===== config.mk =====
export PLATFORM = sky130hd
export DESIGN_NAME = findmax_job_arbiter
export DESIGN_NICKNAME = d
export VERILOG_FILES = /design/src/rtl/findmax_job_arbiter.sv
export SDC_FILE = /design/constraint.sdc
export NUM_CORES = 1
export LEC_CHECK = 0
export CAP_MARGIN = 20
export CORE_MARGIN = 2
export CORE_UTILIZATION = 39
export DETAILED_ROUTE_END_ITERATION = 10
export GPL_ROUTABILITY_DRIVEN = 0
export MAX_ROUTING_LAYER = met4
export PLACE_DENSITY = 0.87
export SKIP_CTS_REPAIR_TIMING = 1
export SLEW_MARGIN = 20
export SYNTH_ARGS = -nofsm -noshare
export SYNTH_HDL_FRONTEND = slang
export SYNTH_SLANG_ARGS = --single-unit

===== constraint.sdc =====
create_clock -name mclk -period 2.45 [get_ports mclk]
set_input_delay 0.49 -clock mclk [delete_from_list [all_inputs] [get_ports mclk]]
set_output_delay 0.49 -clock mclk [all_outputs]
set_load 0.005 [all_outputs]

===== src/rtl/findmax_job_arbiter.sv =====
// Round-robin job arbiter that shares one findMax engine among NREQ requesters.
// It grants one job at a time, runs the engine, and returns the max (or an error) to the owner.
module findmax_job_arbiter #(
  parameter int unsigned NREQ      = 4,
  parameter int unsigned NW        = 8,
  parameter int unsigned AW        = 16,
  parameter int unsigned DW        = 16,
  parameter int unsigned START_LEN = 2,
  parameter int unsigned TIMEOUT   = 1023
) (
  input  logic               mclk,
  input  logic               rst_n,
  input  logic [NREQ-1:0]    req,
  input  logic [NREQ*NW-1:0] req_n,
  input  logic [NREQ*AW-1:0] req_addr,
  output logic [NREQ-1:0]    gnt,
  output logic [NREQ-1:0]    rsp_valid,
  output logic [DW-1:0]      rsp_max,
  output logic               rsp_err,
  output logic               busy,
  output logic               eng_start,
  output logic [NW-1:0]      eng_n,
  output logic [AW-1:0]      eng_startaddr,
  input  logic               eng_done,
  input  logic [DW-1:0]      eng_max
);

  localparam int unsigned IW = (NREQ > 1) ? $clog2(NREQ) : 1;
  localparam int unsigned LW = (START_LEN > 1) ? $clog2(START_LEN) : 1;
  localparam int unsigned TW = $clog2(TIMEOUT + 1);

  typedef enum logic [1:0] {StIdle, StLaunch, StWait, StResp} state_e;

  state_e          state_q, state_d;
  logic [IW-1:0]   win_q, win_d;
  logic [IW-1:0]   rr_q, rr_d;
  logic [NREQ-1:0] gnt_q, gnt_d;
  logic [NW-1:0]   eng_n_q, eng_n_d;
  logic [AW-1:0]   addr_q, addr_d;
  logic [LW-1:0]   lcnt_q, lcnt_d;
  logic [TW-1:0]   tcnt_q, tcnt_d;
  logic [DW-1:0]   rsp_max_q, rsp_max_d;
  logic            rsp_err_q, rsp_err_d;
  logic            done_q;

  logic [NW-1:0]   n_arr [NREQ];
  logic [AW-1:0]   a_arr [NREQ];
  logic [IW-1:0]   pick_idx;
  logic [IW-1:0]   cand;
  logic            pick_hit;

  for (genvar g = 0; g < NREQ; g++) begin : g_unpack
    assign n_arr[g] = req_n[g*NW +: NW];
    assign a_arr[g] = req_addr[g*AW +: AW];
  end

  // First requesting index at or after the round-robin pointer, wrapping.
  always_comb begin
    pick_idx = rr_q;
    pick_hit = 1'b0;
    cand     = '0;
    for (int unsigned k = 0; k < NREQ; k++) begin
      cand = IW'((32'(rr_q) + k) % NREQ);
      if (!pick_hit && req[cand]) begin
        pick_idx = cand;
        pick_hit = 1'b1;
      end
    end
  end

  always_comb begin
    state_d   = state_q;
    win_d     = win_q;
    rr_d      = rr_q;
    gnt_d     = '0;
    eng_n_d   = eng_n_q;
    addr_d    = addr_q;
    lcnt_d    = lcnt_q;
    tcnt_d    = tcnt_q;
    rsp_max_d = rsp_max_q;
    rsp_err_d = rsp_err_q;
    unique case (state_q)
      StIdle: begin
        if (|req) begin
          win_d   = pick_idx;
          gnt_d   = NREQ'(1) << pick_idx;
          eng_n_d = n_arr[pick_idx];
          addr_d  = a_arr[pick_idx];
          lcnt_d  = '0;
          tcnt_d  = '0;
          state_d = StLaunch;
        end
      end
      StLaunch: begin
        // A zero-length job is rejected on the latched count before the engine is started.
        if (eng_n_q == '0) begin
          rsp_max_d = '0;
          rsp_err_d = 1'b1;
          state_d   = StResp;
        end else if (lcnt_q == LW'(START_LEN - 1)) begin
          tcnt_d  = '0;
          state_d = StWait;
        end else begin
          lcnt_d = lcnt_q + 1'b1;
        end
      end
      StWait: begin
        // Only a fresh rising edge counts; a done level left over from the last job is ignored.
        if (eng_done && !done_q) begin
          rsp_max_d = eng_max;
          rsp_err_d = 1'b0;
          state_d   = StResp;
        end else if (tcnt_q == TW'(TIMEOUT - 1)) begin
          rsp_max_d = '0;
          rsp_err_d = 1'b1;
          state_d   = StResp;
        end else begin
          tcnt_d = tcnt_q + 1'b1;
        end
      end
      StResp: begin
        rr_d    = (win_q == IW'(NREQ - 1)) ? '0 : win_q + 1'b1;
        state_d = StIdle;
      end
      default: state_d = StIdle;
    endcase
  end

  always_ff @(posedge mclk or negedge rst_n) begin
    if (!rst_n) begin
      state_q   <= StIdle;
      win_q     <= '0;
      rr_q      <= '0;
      gnt_q     <= '0;
      eng_n_q   <= '0;
      addr_q    <= '0;
      lcnt_q    <= '0;
      tcnt_q    <= '0;
      rsp_max_q <= '0;
      rsp_err_q <= 1'b0;
      done_q    <= 1'b0;
    end else begin
      state_q   <= state_d;
      win_q     <= win_d;
      rr_q      <= rr_d;
      gnt_q     <= gnt_d;
      eng_n_q   <= eng_n_d;
      addr_q    <= addr_d;
      lcnt_q    <= lcnt_d;
      tcnt_q    <= tcnt_d;
      rsp_max_q <= rsp_max_d;
      rsp_err_q <= rsp_err_d;
      done_q    <= eng_done;
    end
  end

  assign gnt           = gnt_q;
  assign busy          = (state_q != StIdle);
  assign eng_start     = (state_q == StLaunch) && (eng_n_q != '0);
  assign eng_n         = eng_n_q;
  assign eng_startaddr = addr_q;
  assign rsp_valid     = (state_q == StResp) ? (NREQ'(1) << win_q) : '0;
  assign rsp_max       = rsp_max_q;
  assign rsp_err       = rsp_err_q;

endmodule

# == Word-level counts from Yosys, hierarchy flattened ==
# Cells that the tools add are included.
# Widths: inputs -> output; s select.
# classes
eq_ne,13
addsub,6
n_reduce_logical,22
order_cmp,5
bitwise_logic,1
n_mux,48
shift,2
# ops
cell,n
$mux 16,5
$mux 10,5
$bmux 16 s2,1
$pmux 16 s2,1
$pmux 10 s3,1
$mux 2,9
$bmux 8 s2,1
$mux 8,2
$mux 1,13
$lt 2x3->1 const B,4
$mux 4,3
$ne 2x2->1 const B,6
$add 10x1->10 const B,1
$eq 10x10->1 const B,1
$reduce_and 3->1,3
$bmux 1 s2,4
$logic_not 8->1,1
$pmux 2 s4,1
$reduce_bool 8->1,1
$shl 1x2->4 const A,2
$eq 2x2->1 const B,3
$ne 3x3->1 const B,2
$reduce_and 6->1,1
$reduce_bool 2->1,3
other kinds (13),23
# word_totals
reg_bits,63
input_bits,119
elab_cells,108
out_inout_bits,51

# == Depth between registers and ports, before layout ==
# logic_depth
word_depth,16
depth_mapped,8
ltp_nobuf,7

# == Worst setup path after synthesis ==
# Ideal clock, no wire load.
# synth_path
path_type,register -> register
start,register state_q[0]
end,register tcnt_q[0]
required_ns,2.329
setup_time_ns,0.121
synth_period_minus_slack_ns,2.025
arrival_time_ns,1.904
slack_ns,0.425
path_stages_with_launch,8
n_path_buf,1
path_cell_list,dfrtp_1 inv_1 ha_1 and3b_1 a2111oi_4 nand2_2 buf_2 a22o_1
# synth_via
elab_chain_cells,3
word_cells_on_any_way,11
cone_classes,eq/ne: 7; mux: 1; reduce/logical: 3
# synth_lines
item,line,text
from (decl),34,"state_e state_q, state_d;"
from (signal assigned),131,state_q <= StIdle;
from (signal assigned),143,state_q <= state_d;
"$eq 2x2->1, or another cell as far along",82,unique case (state_q)
$ne 2x2->1 (no line) or $reduce_bool 3->1 (tied branches),-,
$reduce_and 6->1 (no line),-,
to (signal assigned),150,tcnt_q <= tcnt_d;
to (decl),41,"logic [TW-1:0] tcnt_q, tcnt_d;"
# Parallel ways exist; a longest one is shown, timed or not.
# A chain may end at the register's enable or synchronous reset.

# == Worst setup path after layout ==
# layout_path
start,register state_q[1]
end,output eng_start
# layout_via
elab_chain_cells,2
# layout_lines
item,line,text
$eq 2x1->1,159,assign eng_start = (state_q == StLaunch) && (eng_n_q != '0);
$logic_and 1x1->1,159,
to (decl),21,"output logic eng_start,"
# Every way passes these cells.

==> key figures <==
Run status
  • Outcome: complete, no violations

Logic synthesis
  • Post-synth EDFFs: 0
  • Syn Nets: 458
  • Post-synth top flop: dfrtp_1
  • Mean post-synth cell area: 11.2 um2
  • Mapped Cells: 328
  • Synth top area cells: dfrtp_1 43%, mux2i_1 14%, o221ai_2 7.4%
  • Synth Warn #: 0
  • #FFs+latches synth: 63
  • Async SR Flop Fraction: 1.00
  • Synth top area share: 0.431
  • Cell variety after synth: 46
  • Syn Std Cell Area: 3660 um2
  • Cell accounting for the most synthesized area: dfrtp_1
  • Seq/Total Area, Yosys: 0.431

Layout
  • Antenna cell count: 0
  • Share of cells above drive strength 1: 0.125
  • Final non-filler cell total: 625
  • Fin util: 0.631
  • Layout Nets: 640
  • Layout area overhead: 58.0%

Timing
  • Final Hold Fails: 0
  • Max-slew headroom: 0.646
  • Unrepaired setup endpoints after global routing: no
  • Setup ws final: 0.127 ns
  • Fin crit period: 2.32 ns
  • Worst-margin pin slew: 0.527 ns
  • Setup violations, final: 0
  • FMAX: 431 MHz
  • Final Max Slew Viols: 0
  • Hold WS: 0.131 ns
  • Final period util: 0.948
  • Clock skew: 0.00743 ns

Pwr
  • Leak pwr: 0.00251 uW
  • PwrDens: 987 nW/um2
  • Seq pwr share: 0.298
  • P_int: 3560 uW
  • Clock power frac: 0.145
  • Design Power: 5700 uW
  • Switching Fraction: 0.376
  • Peak VDD IR: 0.497 mV
  • Switch Pwr: 2150 uW
  • Comb pwr share: 0.557

GRT
  • Number of global-route vias before repair: 3655
  • Grt ovf: 0
  • First-pass GRT wire length: 17.7 mm
  • Initial antenna violation count: 0
  • GRT Util Overall: 0.230
  • Largest net degree at the start of global routing: 42

Drt
  • DRC Markers: 0
  • Routed Antenna Nets: 0
  • DRT Pass-1 Iters: 5
  • Detailed-route via count: 3392
  • WL/cell: 17.5 um
  • Iteration-0 DRC Markers: 131
  • Vias per cell: 5.43
  • Routed WL: 11.0 mm

CTS
  • Clock Path Buffers: 2
  • CTS tree: yes
  • Clock tree root driver cell: clkbuf_8
  • CTS buffer count: 9
  • CTS HTree Levels: 3
  • Clock sink count: 63
  • Clock slew seen by the registers of the worst setup and hold paths: 0.07 ns
  • Worst-skew pair later-pin latency: 0.33 ns

Placement
  • Placed Instances: 610
  • IO buf count: 169
  • Hpwl dp: 8.45 mm
  • Place WS: -0.0438 ns

Worst setup path
  • Critical Path RT: 1.96 ns
  • CP Max Fanout: 6
  • Arrival @ worst endpoint: 1.83 ns
  • WS Path Type: reg2out
  • Crit path from: state_q[1]
  • R2r startpoint: state_q[0]
  • CP Launch Type: flip-flop
  • CP endpoint kind: primary output

Floorplan
  • Starting Density: 0.400
  • Core Area: 9150 um2
  • DIE HEIGHT: 101 um
  • Die Wd: 101 um
  • IO Pins: 170
  • Core Rows: 35
  • Die Area: 10200 um2

Min path
  • Hold/Removal Path Class: in2async

Run
  • Max Cap Viol: 0
sequential cells by signal, indices dropped and copies added (netlist names):
register	flops
done_q	1
eng_n	8
eng_startaddr	16
gnt	4
lcnt_q	1
rr_q	2
rsp_err	1
rsp_max	16
state_q	2
tcnt_q	10
win_q	2
cell type report:
cell class / instances / area [um2]
inverter: 18 / 67.6
clock buffer: 15 / 176
fill: 709 / 3370
multi-input combinational: 229 / 1900
sequential: 63 / 1580
tap: 111 / 139
timing repair buffer: 189 / 1920
cell usage after synthesis, types with 2 or more instances:
master and instances:
o221ai_1 7, o221ai_2 18, and2_1 4, nor2_1 9, o21ai_1 4, o31ai_1 3, a22o_1 25, ha_1 11
inv_1 18, nor2b_1 3, nor4_2 3, buf_4 3, nand2_1 37, buf_2 10, or2_1 2, nor3_1 2
dfrtp_1 63, o21ai_0 8, nand3_1 10, nand4_1 4, nand2_2 2, nand2b_1 2, mux2i_1 52, a21oi_1 5
buf_6 2
per-layer routing:
layer | part of all wire | vias to the layer above | routed length [um] | GRT usage
met3 | 0.045 | 24 | 497 | 0.0465
li1 | - | 1583 | - | -
met1 | 0.41 | 1648 | 4460 | 0.269
met2 | 0.52 | 137 | 5740 | 0.392
met5 | 0 | - | 0 | -
met4 | 0.024 | 0 | 261 | 0.0822
stage by stage:
step | area (um2) | setup TNS, ns
floorplan | 3660 | 0
global route | 5780 | 0
finish | 5780 | 0
global placement | 5600 | 0
detailed placement | 5600 | -0.0438
CTS | 5780 | 0
power by group through the flow:
stage                     clock [uW]  combinational [uW]  sequential (uW)
after floorplan                    0                1750             1670
after global placement             0                3050             1700
after detailed placement           0                3190             1700
after CTS                        840                3190             1700
after global routing             900                3440             1750
final                            827                3180             1700
cell families after synthesis:
logic type | count (synthesis) | synth area share
buffers and inverters | 36 | 0.0551
DFF | 63 | 0.431
AOI/OAI and AO/OA | 78 | 0.206
muxes | 53 | 0.145
adders and majority gates | 11 | 0.0376
and+or+nand+nor | 87 | 0.125
worst paths after layout:
path / cells after the start / to / slack (ns)
setup reg to reg: 7 / tcnt_q[5] / 0.37
max in group asynchronous: 2 / rsp_err / 1.71
hold / removal: 1 / eng_startaddr[9] / 0.13
setup / recovery: 4 / eng_start / 0.13
hold reg to reg: 2 / eng_startaddr[4] / 0.49
min in group mclk: 2 / eng_startaddr[4] / 0.49
cells in the final DEF (no fill, tap or decap), types with 2 or more instances in the layout:
master	Yosys	routed
clkdlybuf4s50_1	0	168
dfrtp_1	63	63
mux2i_1	52	52
nand2_1	37	37
a22o_1	25	25
inv_1	18	18
o221ai_2	18	18
buf_4	3	13
clkbuf_8	0	12
ha_1	11	11
nand3_1	10	10
nor2_1	9	9
o21ai_0	8	8
o221ai_1	7	7
buf_12	1	7
a21oi_1	5	5
and2_1	4	4
nand4_1	4	4
nor2b_1	3	3
nor4_2	3	3
o21ai_1	4	3
o31ai_1	3	3
clkbuf_1	1	3
or2_1	2	2
nand2b_1	2	2
nand2_2	2	2
nor3_1	2	2
worst max-delay path: stages (launching register included):
cell,delay [ns]
dfrtp_1,0.44
inv_1,0.11
ha_1,0.22
a21boi_2,0.20
clkdlybuf4s50_1,0.54
Note: power is estimated with default switching activity, not from simulation.
